--- config.mk ---
export PLATFORM = sky130hd
export DESIGN_NAME = mru_mesi_snoop_resp
export DESIGN_NICKNAME = d
export VERILOG_FILES = /design/src/rtl/mru_mesi_snoop_resp_pkg.sv /design/src/rtl/mru_mesi_snoop_resp_line_reader.sv /design/src/rtl/mru_mesi_snoop_resp.sv
export SDC_FILE = /design/constraint.sdc
export NUM_CORES = 1
export LEC_CHECK = 0
export BUFFER_PORTS_ARGS = -buffer_cell sky130_fd_sc_hd__buf_2
export CAP_MARGIN = 20
export CORE_AREA = 2 2 110 112
export DETAILED_ROUTE_END_ITERATION = 16
export DIE_AREA = 0 0 112 114
export PLACE_DENSITY = 0.75
export SLEW_MARGIN = 10
export SYNTH_ARGS = -nofsm -noshare
export SYNTH_HDL_FRONTEND = slang
export SYNTH_SLANG_ARGS = --single-unit
--- constraint.sdc ---
create_clock -name clk -period 3.2 [get_ports clk]
set_input_delay 0.32 -clock clk [delete_from_list [all_inputs] [get_ports clk]]
set_output_delay 0.32 -clock clk [all_outputs]
set_load 0.02 [all_outputs]
--- src/rtl/mru_mesi_snoop_resp_pkg.sv ---
// Shared MRU coherence types: MESI states/actions, the latched request, the
// responder FSM encoding and the address split helper.
package mru_mesi_snoop_resp_pkg;

  localparam int MRU_AW             = 32;
  localparam int MRU_DW             = 32;
  localparam int MRU_CACHE_WAY      = 2;
  localparam int MRU_CACHE_SET      = 64;
  localparam int MRU_CACHE_LINE_LEN = 8;
  localparam int MRU_WAY_W          = $clog2(MRU_CACHE_WAY);
  localparam int MRU_SET_W          = $clog2(MRU_CACHE_SET);
  localparam int MRU_LINE_W         = $clog2(MRU_CACHE_LINE_LEN);
  localparam int MRU_OFF_W          = $clog2(MRU_DW / 8) + MRU_LINE_W;
  localparam int MRU_TAG_W          = MRU_AW - MRU_SET_W - MRU_OFF_W;

  typedef enum logic [1:0] {
    MESI_INVALID   = 2'd0,
    MESI_SHARED    = 2'd1,
    MESI_EXCLUSIVE = 2'd2,
    MESI_MODIFIED  = 2'd3
  } mesi_state_t;

  typedef enum logic [1:0] {
    MESI_ACT_NULL    = 2'd0,
    MESI_ACT_REFILL  = 2'd1,
    MESI_ACT_FORWARD = 2'd2,
    MESI_ACT_REVOKE  = 2'd3
  } mesi_action_t;

  // Only the tag/set of the address are kept; offset bits are never needed.
  typedef struct packed {
    mesi_action_t           act;
    logic [MRU_TAG_W-1:0]   tag;
    logic [MRU_SET_W-1:0]   set;
    logic [MRU_WAY_W-1:0]   way;
    mesi_state_t            state;
  } mesi_req_t;

  typedef enum logic [2:0] {
    IDLE, LOOKUP, DECIDE, SEND, FILL, UPDATE, ACK
  } snp_fsm_t;

  typedef struct packed {
    logic [MRU_TAG_W-1:0] tag;
    logic [MRU_SET_W-1:0] set;
  } mru_tag_set_t;

  function automatic mru_tag_set_t mru_addr_split(input logic [MRU_AW-1:0] addr);
    mru_tag_set_t r;
    r.set = addr[MRU_OFF_W +: MRU_SET_W];
    r.tag = addr[MRU_AW-1 -: MRU_TAG_W];
    return r;
  endfunction

endpackage

--- src/rtl/mru_mesi_snoop_resp_line_reader.sv ---
// Streams one cache line out of the data RAM: read strobe, one-cycle capture
// into the response register, word counter advancing on each accepted beat.
module mru_snoop_line_reader #(
  parameter int DW       = 32,
  parameter int LINE_LEN = 8,
  parameter int BASE_W   = 7,
  localparam int LINE_W  = $clog2(LINE_LEN)
) (
  input  logic                     clk,
  input  logic                     rstn,
  input  logic                     en,
  input  logic [BASE_W-1:0]        base,
  output logic                     dat_rd_en,
  output logic [BASE_W+LINE_W-1:0] dat_rd_adr,
  input  logic [DW-1:0]            dat_rd_data,
  input  logic                     rsp_ready,
  output logic                     rsp_valid,
  output logic [DW-1:0]            rsp_data,
  output logic                     rsp_last,
  output logic                     done
);

  logic [LINE_W-1:0] cnt_q, cnt_d;
  logic              pend_q, pend_d;
  logic              vld_q, vld_d;
  logic [DW-1:0]     data_q;
  logic              xfer, last_word, issue;

  // The next read may be issued in the same cycle the current word is taken,
  // so the read address uses the post-increment counter.
  always_comb begin
    last_word = (cnt_q == LINE_W'(LINE_LEN - 1));
    xfer      = vld_q && rsp_ready;
    issue     = en && !pend_q && (!vld_q || (xfer && !last_word));
    cnt_d     = xfer ? cnt_q + 1'b1 : cnt_q;
    pend_d    = issue;
    vld_d     = pend_q || (vld_q && !rsp_ready);
    done      = xfer && last_word;
  end

  always_ff @(posedge clk or negedge rstn) begin
    if (!rstn) begin
      cnt_q  <= '0;
      pend_q <= 1'b0;
      vld_q  <= 1'b0;
    end else begin
      cnt_q  <= cnt_d;
      pend_q <= pend_d;
      vld_q  <= vld_d;
    end
  end

  always_ff @(posedge clk) begin
    if (pend_q) data_q <= dat_rd_data;
  end

  always_comb begin
    dat_rd_en  = issue;
    dat_rd_adr = issue ? {base, cnt_d} : '0;
    rsp_valid  = vld_q;
    rsp_data   = vld_q ? data_q : '0;
    rsp_last   = vld_q && last_word;
  end

endmodule

--- src/rtl/mru_mesi_snoop_resp.sv ---
// Per-core MESI responder: services REFILL/FORWARD/REVOKE/NULL actions against
// the local tag and data RAMs and returns an ack or a line of data.
module mru_mesi_snoop_resp
  import mru_mesi_snoop_resp_pkg::*;
#(
  parameter int AW             = MRU_AW,
  parameter int DW             = MRU_DW,
  parameter int CACHE_WAY      = MRU_CACHE_WAY,
  parameter int CACHE_SET      = MRU_CACHE_SET,
  parameter int CACHE_LINE_LEN = MRU_CACHE_LINE_LEN,
  parameter int TAG_W          = AW - $clog2(CACHE_SET) - $clog2(CACHE_LINE_LEN) - $clog2(DW/8),
  localparam int WAY_W         = $clog2(CACHE_WAY),
  localparam int SET_W         = $clog2(CACHE_SET),
  localparam int LINE_W        = $clog2(CACHE_LINE_LEN),
  localparam int DADR_W        = WAY_W + SET_W + LINE_W
) (
  input  logic                       clk,
  input  logic                       rstn,
  input  logic                       act_valid,
  output logic                       act_ready,
  input  logic [1:0]                 act_type,
  input  logic [AW-1:0]              act_addr,
  input  logic [WAY_W-1:0]           act_way,
  input  logic [1:0]                 act_state,
  input  logic                       rdat_valid,
  output logic                       rdat_ready,
  input  logic [DW-1:0]              rdat,
  output logic                       tag_rd_en,
  output logic [SET_W-1:0]           tag_rd_set,
  input  logic [CACHE_WAY*TAG_W-1:0] tag_rd_tag,
  input  logic [CACHE_WAY*2-1:0]     tag_rd_state,
  output logic                       tag_wr_en,
  output logic [SET_W-1:0]           tag_wr_set,
  output logic [WAY_W-1:0]           tag_wr_way,
  output logic [TAG_W-1:0]           tag_wr_tag,
  output logic [1:0]                 tag_wr_state,
  output logic                       dat_rd_en,
  output logic [DADR_W-1:0]          dat_rd_adr,
  input  logic [DW-1:0]              dat_rd_data,
  output logic                       dat_wr_en,
  output logic [DADR_W-1:0]          dat_wr_adr,
  output logic [DW-1:0]              dat_wr_data,
  output logic                       rsp_valid,
  input  logic                       rsp_ready,
  output logic                       rsp_hit,
  output logic                       rsp_dirty,
  output logic                       rsp_last,
  output logic [DW-1:0]              rsp_data,
  output logic                       busy
);

  snp_fsm_t          state_q, state_d;
  mesi_req_t         req_q, req_d;
  logic [LINE_W-1:0] fill_cnt_q, fill_cnt_d;
  logic              act_ready_q, act_ready_d;
  logic              hit_q, hit_d;
  logic              dirty_q, dirty_d;
  logic              ack_hit_q, ack_hit_d;
  logic              upd_ack_q, upd_ack_d;
  logic [WAY_W-1:0]  hit_way_q, hit_way_d;
  logic [WAY_W-1:0]  upd_way_q, upd_way_d;
  mesi_state_t       old_st_q, old_st_d;
  mesi_state_t       new_st_q, new_st_d;

  mru_tag_set_t      act_split;
  logic              lk_hit;
  logic [WAY_W-1:0]  lk_way;
  mesi_state_t       lk_st;
  logic              rd_valid, rd_last, rd_done;
  logic [DW-1:0]     rd_data;
  mesi_action_t      act_in;

  assign act_split = mru_addr_split(act_addr);
  assign act_in    = mesi_action_t'(act_type);

  // Descending scan so the lowest matching way wins if the tags are duplicated.
  always_comb begin
    lk_hit = 1'b0;
    lk_way = '0;
    lk_st  = MESI_INVALID;
    for (int w = CACHE_WAY - 1; w >= 0; w--) begin
      if (tag_rd_tag[w*TAG_W +: TAG_W] == req_q.tag &&
          mesi_state_t'(tag_rd_state[w*2 +: 2]) != MESI_INVALID) begin
        lk_hit = 1'b1;
        lk_way = WAY_W'(w);
        lk_st  = mesi_state_t'(tag_rd_state[w*2 +: 2]);
      end
    end
  end

  always_ff @(posedge clk or negedge rstn) begin
    if (!rstn) begin
      state_q     <= IDLE;
      act_ready_q <= 1'b0;
      fill_cnt_q  <= '0;
      hit_q       <= 1'b0;
      dirty_q     <= 1'b0;
      ack_hit_q   <= 1'b0;
      upd_ack_q   <= 1'b0;
    end else begin
      state_q     <= state_d;
      act_ready_q <= act_ready_d;
      fill_cnt_q  <= fill_cnt_d;
      hit_q       <= hit_d;
      dirty_q     <= dirty_d;
      ack_hit_q   <= ack_hit_d;
      upd_ack_q   <= upd_ack_d;
    end
  end

  always_ff @(posedge clk) begin
    req_q     <= req_d;
    hit_way_q <= hit_way_d;
    upd_way_q <= upd_way_d;
    old_st_q  <= old_st_d;
    new_st_q  <= new_st_d;
  end

  always_comb begin
    state_d    = state_q;
    req_d      = req_q;
    fill_cnt_d = fill_cnt_q;
    hit_d      = hit_q;
    dirty_d    = dirty_q;
    ack_hit_d  = ack_hit_q;
    upd_ack_d  = upd_ack_q;
    hit_way_d  = hit_way_q;
    upd_way_d  = upd_way_q;
    old_st_d   = old_st_q;
    new_st_d   = new_st_q;
    unique case (state_q)
      IDLE: begin
        if (act_valid && act_ready_q) begin
          req_d.act   = act_in;
          req_d.tag   = act_split.tag;
          req_d.set   = act_split.set;
          req_d.way   = act_way;
          req_d.state = mesi_state_t'(act_state);
          fill_cnt_d  = '0;
          dirty_d     = 1'b0;
          ack_hit_d   = 1'b0;
          unique case (act_in)
            MESI_ACT_REFILL: state_d = FILL;
            MESI_ACT_NULL:   state_d = ACK;
            default:         state_d = LOOKUP;
          endcase
        end
      end
      LOOKUP: begin
        hit_d     = lk_hit;
        hit_way_d = lk_way;
        old_st_d  = lk_st;
        state_d   = DECIDE;
      end
      DECIDE: begin
        upd_way_d = hit_way_q;
        upd_ack_d = 1'b0;
        if (!hit_q) begin
          ack_hit_d = 1'b0;
          dirty_d   = 1'b0;
          state_d   = ACK;
        end else if (req_q.act == MESI_ACT_FORWARD) begin
          dirty_d  = (old_st_q == MESI_MODIFIED);
          new_st_d = MESI_SHARED;
          state_d  = SEND;
        end else if (old_st_q == MESI_MODIFIED) begin
          dirty_d  = 1'b1;
          new_st_d = MESI_INVALID;
          state_d  = SEND;
        end else begin
          dirty_d   = 1'b0;
          ack_hit_d = 1'b1;
          upd_ack_d = 1'b1;
          new_st_d  = MESI_INVALID;
          state_d   = UPDATE;
        end
      end
      SEND: begin
        if (rd_done) state_d = UPDATE;
      end
      FILL: begin
        if (rdat_valid) begin
          fill_cnt_d = fill_cnt_q + 1'b1;
          if (fill_cnt_q == LINE_W'(CACHE_LINE_LEN - 1)) begin
            upd_way_d = req_q.way;
            new_st_d  = req_q.state;
            upd_ack_d = 1'b1;
            ack_hit_d = 1'b1;
            state_d   = UPDATE;
          end
        end
      end
      UPDATE: state_d = upd_ack_q ? ACK : IDLE;
      ACK: begin
        if (rsp_ready) state_d = IDLE;
      end
      default: state_d = IDLE;
    endcase
    act_ready_d = (state_d == IDLE);
  end

  mru_snoop_line_reader #(
    .DW       (DW),
    .LINE_LEN (CACHE_LINE_LEN),
    .BASE_W   (WAY_W + SET_W)
  ) u_line_reader (
    .clk         (clk),
    .rstn        (rstn),
    .en          (state_q == SEND),
    .base        ({hit_way_q, req_q.set}),
    .dat_rd_en   (dat_rd_en),
    .dat_rd_adr  (dat_rd_adr),
    .dat_rd_data (dat_rd_data),
    .rsp_ready   (rsp_ready),
    .rsp_valid   (rd_valid),
    .rsp_data    (rd_data),
    .rsp_last    (rd_last),
    .done        (rd_done)
  );

  // Every address/data field is zeroed while its strobe is low.
  always_comb begin
    act_ready    = act_ready_q;
    busy         = (state_q != IDLE);
    tag_rd_en    = (state_q == IDLE) && act_valid && act_ready_q &&
                   (act_in == MESI_ACT_FORWARD || act_in == MESI_ACT_REVOKE);
    tag_rd_set   = tag_rd_en ? act_split.set : '0;
    rdat_ready   = (state_q == FILL);
    dat_wr_en    = rdat_ready && rdat_valid;
    dat_wr_adr   = dat_wr_en ? {req_q.way, req_q.set, fill_cnt_q} : '0;
    dat_wr_data  = dat_wr_en ? rdat : '0;
    tag_wr_en    = (state_q == UPDATE);
    tag_wr_set   = tag_wr_en ? req_q.set : '0;
    tag_wr_way   = tag_wr_en ? upd_way_q : '0;
    tag_wr_tag   = tag_wr_en ? req_q.tag : '0;
    tag_wr_state = tag_wr_en ? new_st_q : 2'b00;
    rsp_valid    = 1'b0;
    rsp_hit      = 1'b0;
    rsp_dirty    = 1'b0;
    rsp_last     = 1'b0;
    rsp_data     = '0;
    if (state_q == SEND) begin
      rsp_valid = rd_valid;
      rsp_hit   = rd_valid;
      rsp_dirty = rd_valid && dirty_q;
      rsp_last  = rd_last;
      rsp_data  = rd_data;
    end else if (state_q == ACK) begin
      rsp_valid = 1'b1;
      rsp_hit   = ack_hit_q;
      rsp_last  = 1'b1;
    end
  end

endmodule

==> flow_summary.yaml, run 1 <==
global_routing:
  grt_pass1_vias: 3599
  grt_pass1_wl_um: 17890
  overflow: 0
  grt_usage: 0.1798
  antenna_found_initial: 0
  grt_max_degree: 49
cells_and_area:
  diodes: 0
  fillCellCount: 1023
  layout_commonest_cell: "buf_2"
  mostFrequentLayoutCells: "buf_2 (277), and2_1 (117), edfxtp_1 (70)"
  postLayoutCellArea_um2: 6196
  multi_input_area_um2: 1765
  regArea_um2: 2502
  finalNetCount: 804
  syn_to_final_growth_pct: 42.42
  drive_above_1_share: 0.4655
synth:
  synthDistinctLibCells: 42
  synth-seq-cells: 86
  yosysWarnings: 0
  synth.avg_cell_area_um2: 11.73
  synth_edf_count: 70
  synthCells: 371
  ys_async_sr_fraction: 0.1860
  synth_nets: 527
  netlist_area_um2: 4350
  ys_seq_area_frac: 0.5752
  ys.flop_type: "edfxtp_1"
clocking:
  clk_latency_ns: 0.33
  clockBufferDepth: 2
  ctsResizeCount: 0
  cts_buffers: 9
  cts.sinks: 86
  clk_pin_slew_ns: 0.06
  cts_tree: "built"
  htree_num_levels: 3
  clock-root-buffer: "clkbuf_16"
timing:
  worst_pin_slew_ns: 0.9245
  hold_slack_ns: 0.1624
  finClkSkew_ns: 0.003693
  fmax_mhz: 368.3
  slew_headroom: 0.3836
  finalMaxSlewViolations: 0
  setup_viol: 0
  hold_viol: 0
  post-route-period-util: 0.8485
  setup_tns_ns: 0
  fin_crit_ns: 2.715
  rsz0062_at_grt: "no"
status:
  status: "completed"
critical_path:
  start_kind: "register"
  path_max_fanout: 34
  cp.arrival_ns: 2.40
  critPathKind: "reg -> out"
  cp.required_ns: 2.88
  end_kind: "output port"
die:
  core.rowCount: 40
  die_y_um: 114
  die-area_um2: 12770
  io_pins: 283
  initial_utilization: 0.3715
  die_w_um: 112
  core_um2: 11710
power_and_ir_drop:
  max-vdd-ir-drop_v: 0.0003005
  power.total_mw: 3.751
  p_leak_nw: 3.124
  p_per_area_nw_per_um2: 605.3
place:
  io_buffers: 277
  place_area_um2: 5894
  dpl.hpwl_um: 9580
  gp_routability_congestion: 0.8147
detailed_routing:
  drc: 0
  drt.antenna.violating_nets: 0
  wl_per_cell_um: 14.97
  drt-initial-drc-count: 147
  firstDrtPassIters: 4
  viasPerCell: 4.710
  num_vias: 3768
  wl_um: 11980
job:
  drv_cap: 0
hold_path:
  holdCritPathClass: "in -> reg"
registers in the layout (all words and copies together) (netlist names):
register	count
req_q	32
u_line_reader.data_q	32
ack_hit_q	1
u_line_reader.rsp_valid	1
u_line_reader.cnt_q	3
act_ready	1
dirty_q	1
hit_way_q	1
upd_ack_q	1
old_st_q	2
hit_q	1
state_q	3
fill_cnt_q	3
u_line_reader.pend_q	1
upd_way_q	1
new_st_q	2
logic make-up (layout without fill, tap and decap cells):
kind of cell,after synthesis,count (layout),synth area share
and+or+nand+nor,183,183,0.2514
AOI/OAI and AO/OA,26,26,0.03911
muxes,6,6,0.01553
adders and majority gates,4,4,0.01150
buffers and inverters,23,305,0.02071
xor gates and xnor gates,43,43,0.08657
DFF,86,86,0.5752
worst max-delay path, cell delays in order (launching register included):
cell	delay (ns)
dfrtp_1	0.53
nor2b_1	0.36
and3_1	0.77
and2_1	0.23
buf_2	0.17
timing repair:
item | in CTS | in global routing
hold buffers | 1 | 0
buffers inserted | 0 | 0
endpoints found under the hold margin | 16 | 0
final timing paths:
check / from / end / slack, ns / cells after the start
hold reg to reg: u_line_reader.pend_q / u_line_reader.rsp_valid / 0.48 / 2
min in group asynchronous: rstn / u_line_reader.rsp_valid / 0.44 / 2
setup reg to reg: req_q[22] / old_st_q[1] / 1.05 / 5
max in group asynchronous: rstn / u_line_reader.pend_q / 2.48 / 2
hold / removal: act_addr[28] / req_q[26] / 0.16 / 1
setup / recovery: state_q[0] / rsp_data[20] / 0.48 / 4
stage by stage:
| step | setup WS [ns] | std cells | utilization |
|---|---|---|---|
| final | 0.4850 | 800 | 0.5291 |
| after global routing | 0.2612 | 800 | 0.5291 |
| after CTS | 0.4917 | 800 | 0.5291 |
| after detailed placement | 0.8676 | 783 | 0.5033 |
| after global placement | 0.9021 | 783 | 0.5033 |
| after floorplan | 0.3478 | 371 | - |
report_power, final:
part / switching (mW) / internal (mW) / total, mW
combinational: 0.712 / 0.456 / 1.17
sequential: 0.157 / 1.42 / 1.57
clock: 0.406 / 0.603 / 1.01
per-layer routing:
metal | up-vias | share of wire | global-route usage | wire length, um
met4 | 0 | 0.018 | 0.06667 | 214
met1 | 1745 | 0.43 | 0.2296 | 5094
met3 | 15 | 0.077 | 0.04410 | 921
met5 | - | 0 | 0 | 0
li1 | 1827 | - | - | -
met2 | 181 | 0.48 | 0.2994 | 5744
Yosys cell counts, types with 6 or more instances:
| cell | instances | share of area |
|---|---|---|
| and2_1 | 117 | 0.17 |
| edfxtp_1 | 70 | 0.48 |
| xor2_1 | 36 | 0.072 |
| nand2_1 | 17 | 0.015 |
| dfrtp_1 | 16 | 0.092 |
| clkbuf_1 | 13 | 0.011 |
| nor4_1 | 9 | 0.013 |
| o21ai_0 | 9 | 0.010 |
| and3_1 | 8 | 0.012 |
| xnor2_1 | 7 | 0.014 |
| inv_1 | 6 | 0.0052 |
| nor2_1 | 6 | 0.0052 |
area by class of cell:
type                    instances  area share
flip-flops and latches         86      0.4039
multi-input cells             262      0.2849
repair buffers                282      0.2302
clock buffers                  10     0.03695
well taps                     147     0.02968
clock inverters                 6     0.01010
inverters                       7    0.004241
(Power assumes the default switching activity.)
==> inputs of run 2 (changes only) <==
==> constraint.sdc (replaced) <==
create_clock -name clk -period 2.6 [get_ports clk]
set_input_delay 0.26 -clock clk [delete_from_list [all_inputs] [get_ports clk]]
set_output_delay 0.26 -clock clk [all_outputs]
set_load 0.02 [all_outputs]
==> flow_summary.yaml, run 2 (synthesis gave the netlist of run 1 again) <==
status:
  status: "completed"
power_and_ir_drop:
  max-vdd-ir-drop_v: 0.0004841
  p_leak_nw: 3.139
  p_per_area_nw_per_um2: 763.8
cells_and_area:
  diodes: 0
  fin_cells: 802
  drive_above_1_share: 0.4687
  finalNetCount: 806
  mostFrequentLayoutCells: "buf_2 (277), and2_1 (117), edfxtp_1 (70)"
  layout_commonest_cell: "buf_2"
  syn_to_final_growth_pct: 43.57
  top_regs: "req_q: 32 flops, u_line_reader.data_q: 32 flops"
  fillCellCount: 1052
detailed_routing:
  firstDrtPassIters: 4
  num_vias: 3729
  drc: 0
  wl_per_cell_um: 14.81
  drt-initial-drc-count: 148
  drt.antenna.violating_nets: 0
  viasPerCell: 4.650
  wl_um: 11880
global_routing:
  antenna_found_initial: 0
  grt_pass1_wl_um: 17710
  grt_usage: 0.1787
  grt_max_degree: 49
  grt_pass1_vias: 3591
  overflow: 0
hold_path:
  holdCritPathClass: "in -> reg"
  whs_path_depth: 1
  min_from: "act_addr[16]"
  hold_end: "req_q[14]"
clocking:
  post_cts_buffers: 0
  clk_pin_slew_ns: 0.06
  htree_num_levels: 3
  clock-root-buffer: "clkbuf_16"
  clk_latency_ns: 0.34
  cts.sinks: 86
  cts_tree: "built"
  cts_buffers: 9
  clockBufferDepth: 2
timing:
  hold_slack_ns: 0.09134
  finClkSkew_ns: 0.005362
  finalMaxSlewViolations: 0
  fmax_mhz: 419.2
  finalWorstSetupSlack_ns: 0.2144
  setup_tns_ns: 0
  worst_pin_slew_ns: 0.4570
  slew_headroom: 0.6915
  setup_viol: 0
  fin_crit_ns: 2.386
  post-route-period-util: 0.9175
  rsz0062_at_grt: "no"
  hold_viol: 0
critical_path:
  cp.arrival_ns: 2.13
  r2r_slack_ns: 0.42
  cp.required_ns: 2.34
  end_kind: "output port"
  rr_endpoint: "old_st_q[0]"
  path_max_fanout: 48
  critPathKind: "reg -> out"
  start_kind: "register"
  rr_worst_depth: 5
  rr_startpoint: "req_q[27]"
place:
  dpl.hpwl_um: 9451
  gp_routability_congestion: 0.8178
  io_buffers: 277
  pre_cts_slack_ns: 0.3675
  dpl.cell_count: 785
die:
  initial_utilization: 0.3715
  die_w_um: 112
  io_pins: 283
  core.rowCount: 40
  die_y_um: 114
  die-area_um2: 12770
  core_um2: 11710
job:
  drv_cap: 0
==> run 2: cell count changes in the layout (fill, tap and decap cells not counted), sizes merged <==
cell	before	now
buf	281	283
bufinv	1	2
clkbuf	10	9
clkinv	5	1
clkinvlp	0	2
inv	7	9
==> run 2: worst max path at each step <==
stage	from	endpoint	slack, ns
floorplan	state_q[2]	tag_rd_set[0]	0.35
global placement	req_q[27]	old_st_q[1]	0.42
detailed placement	req_q[27]	old_st_q[0]	0.37
CTS	state_q[1]	dat_wr_data[15]	0.08
global route	state_q[1]	dat_wr_data[15]	0.02
finish	state_q[1]	dat_wr_data[15]	0.21
==> run 2: layout make-up <==
class / instances / area [um^2] / share of cell area
Tap cell: 147 / 183.9 / 0.02945
Inverter: 7 / 28.78 / 0.004607
Sequential cell: 86 / 2502 / 0.4006
Timing Repair Buffer: 284 / 1441 / 0.2308
Multi-Input combinational cell: 262 / 1768 / 0.2831
Clock inverter: 7 / 96.34 / 0.01542
Clock buffer: 9 / 225.2 / 0.03606
==> run 2: metal layers <==
layer  share of wire  GRT usage  vias to the layer above
li1                -          -                     1830
met1            0.42     0.2241                     1719
met2            0.48     0.2974                      169
met3           0.086    0.04942                       11
met4           0.014    0.06748                        0
met5               0          0                        -
==> run 2: critical path, cell delays in order, from the launching register on <==
cell,delay (ns)
dfrtp_1,0.51
nor2_1,0.29
nand3_1,0.24
inv_4,0.35
and2_1,0.21
buf_2,0.17
==> run 2: metrics by stage <==
stage	total power [mW]	area, um^2	util
2_1_floorplan	2.839	4352	-
3_3_place_gp	3.383	5909	0.5046
3_5_place_dp	3.423	5909	0.5046
4_1_cts	4.822	6241	0.5329
5_1_grt	5.026	6246	0.5333
6_report	4.771	6246	0.5333
==> run 2: report_power, final <==
part,internal [mW],leakage [nW],switching [mW],total [mW]
clock,0.844,0.150,0.534,1.38
sequential,1.74,0.840,0.192,1.93
combinational,0.567,2.15,0.890,1.46
==> run 2: repair_timing <==
| action | in CTS | in global routing |
|---|---|---|
| hold buffers | 1 | 0 |
| endpoints found under the setup margin | 0 | 48 |
| gates resized for setup | 0 | 3 |
| hold endpoints to repair | 16 | 0 |
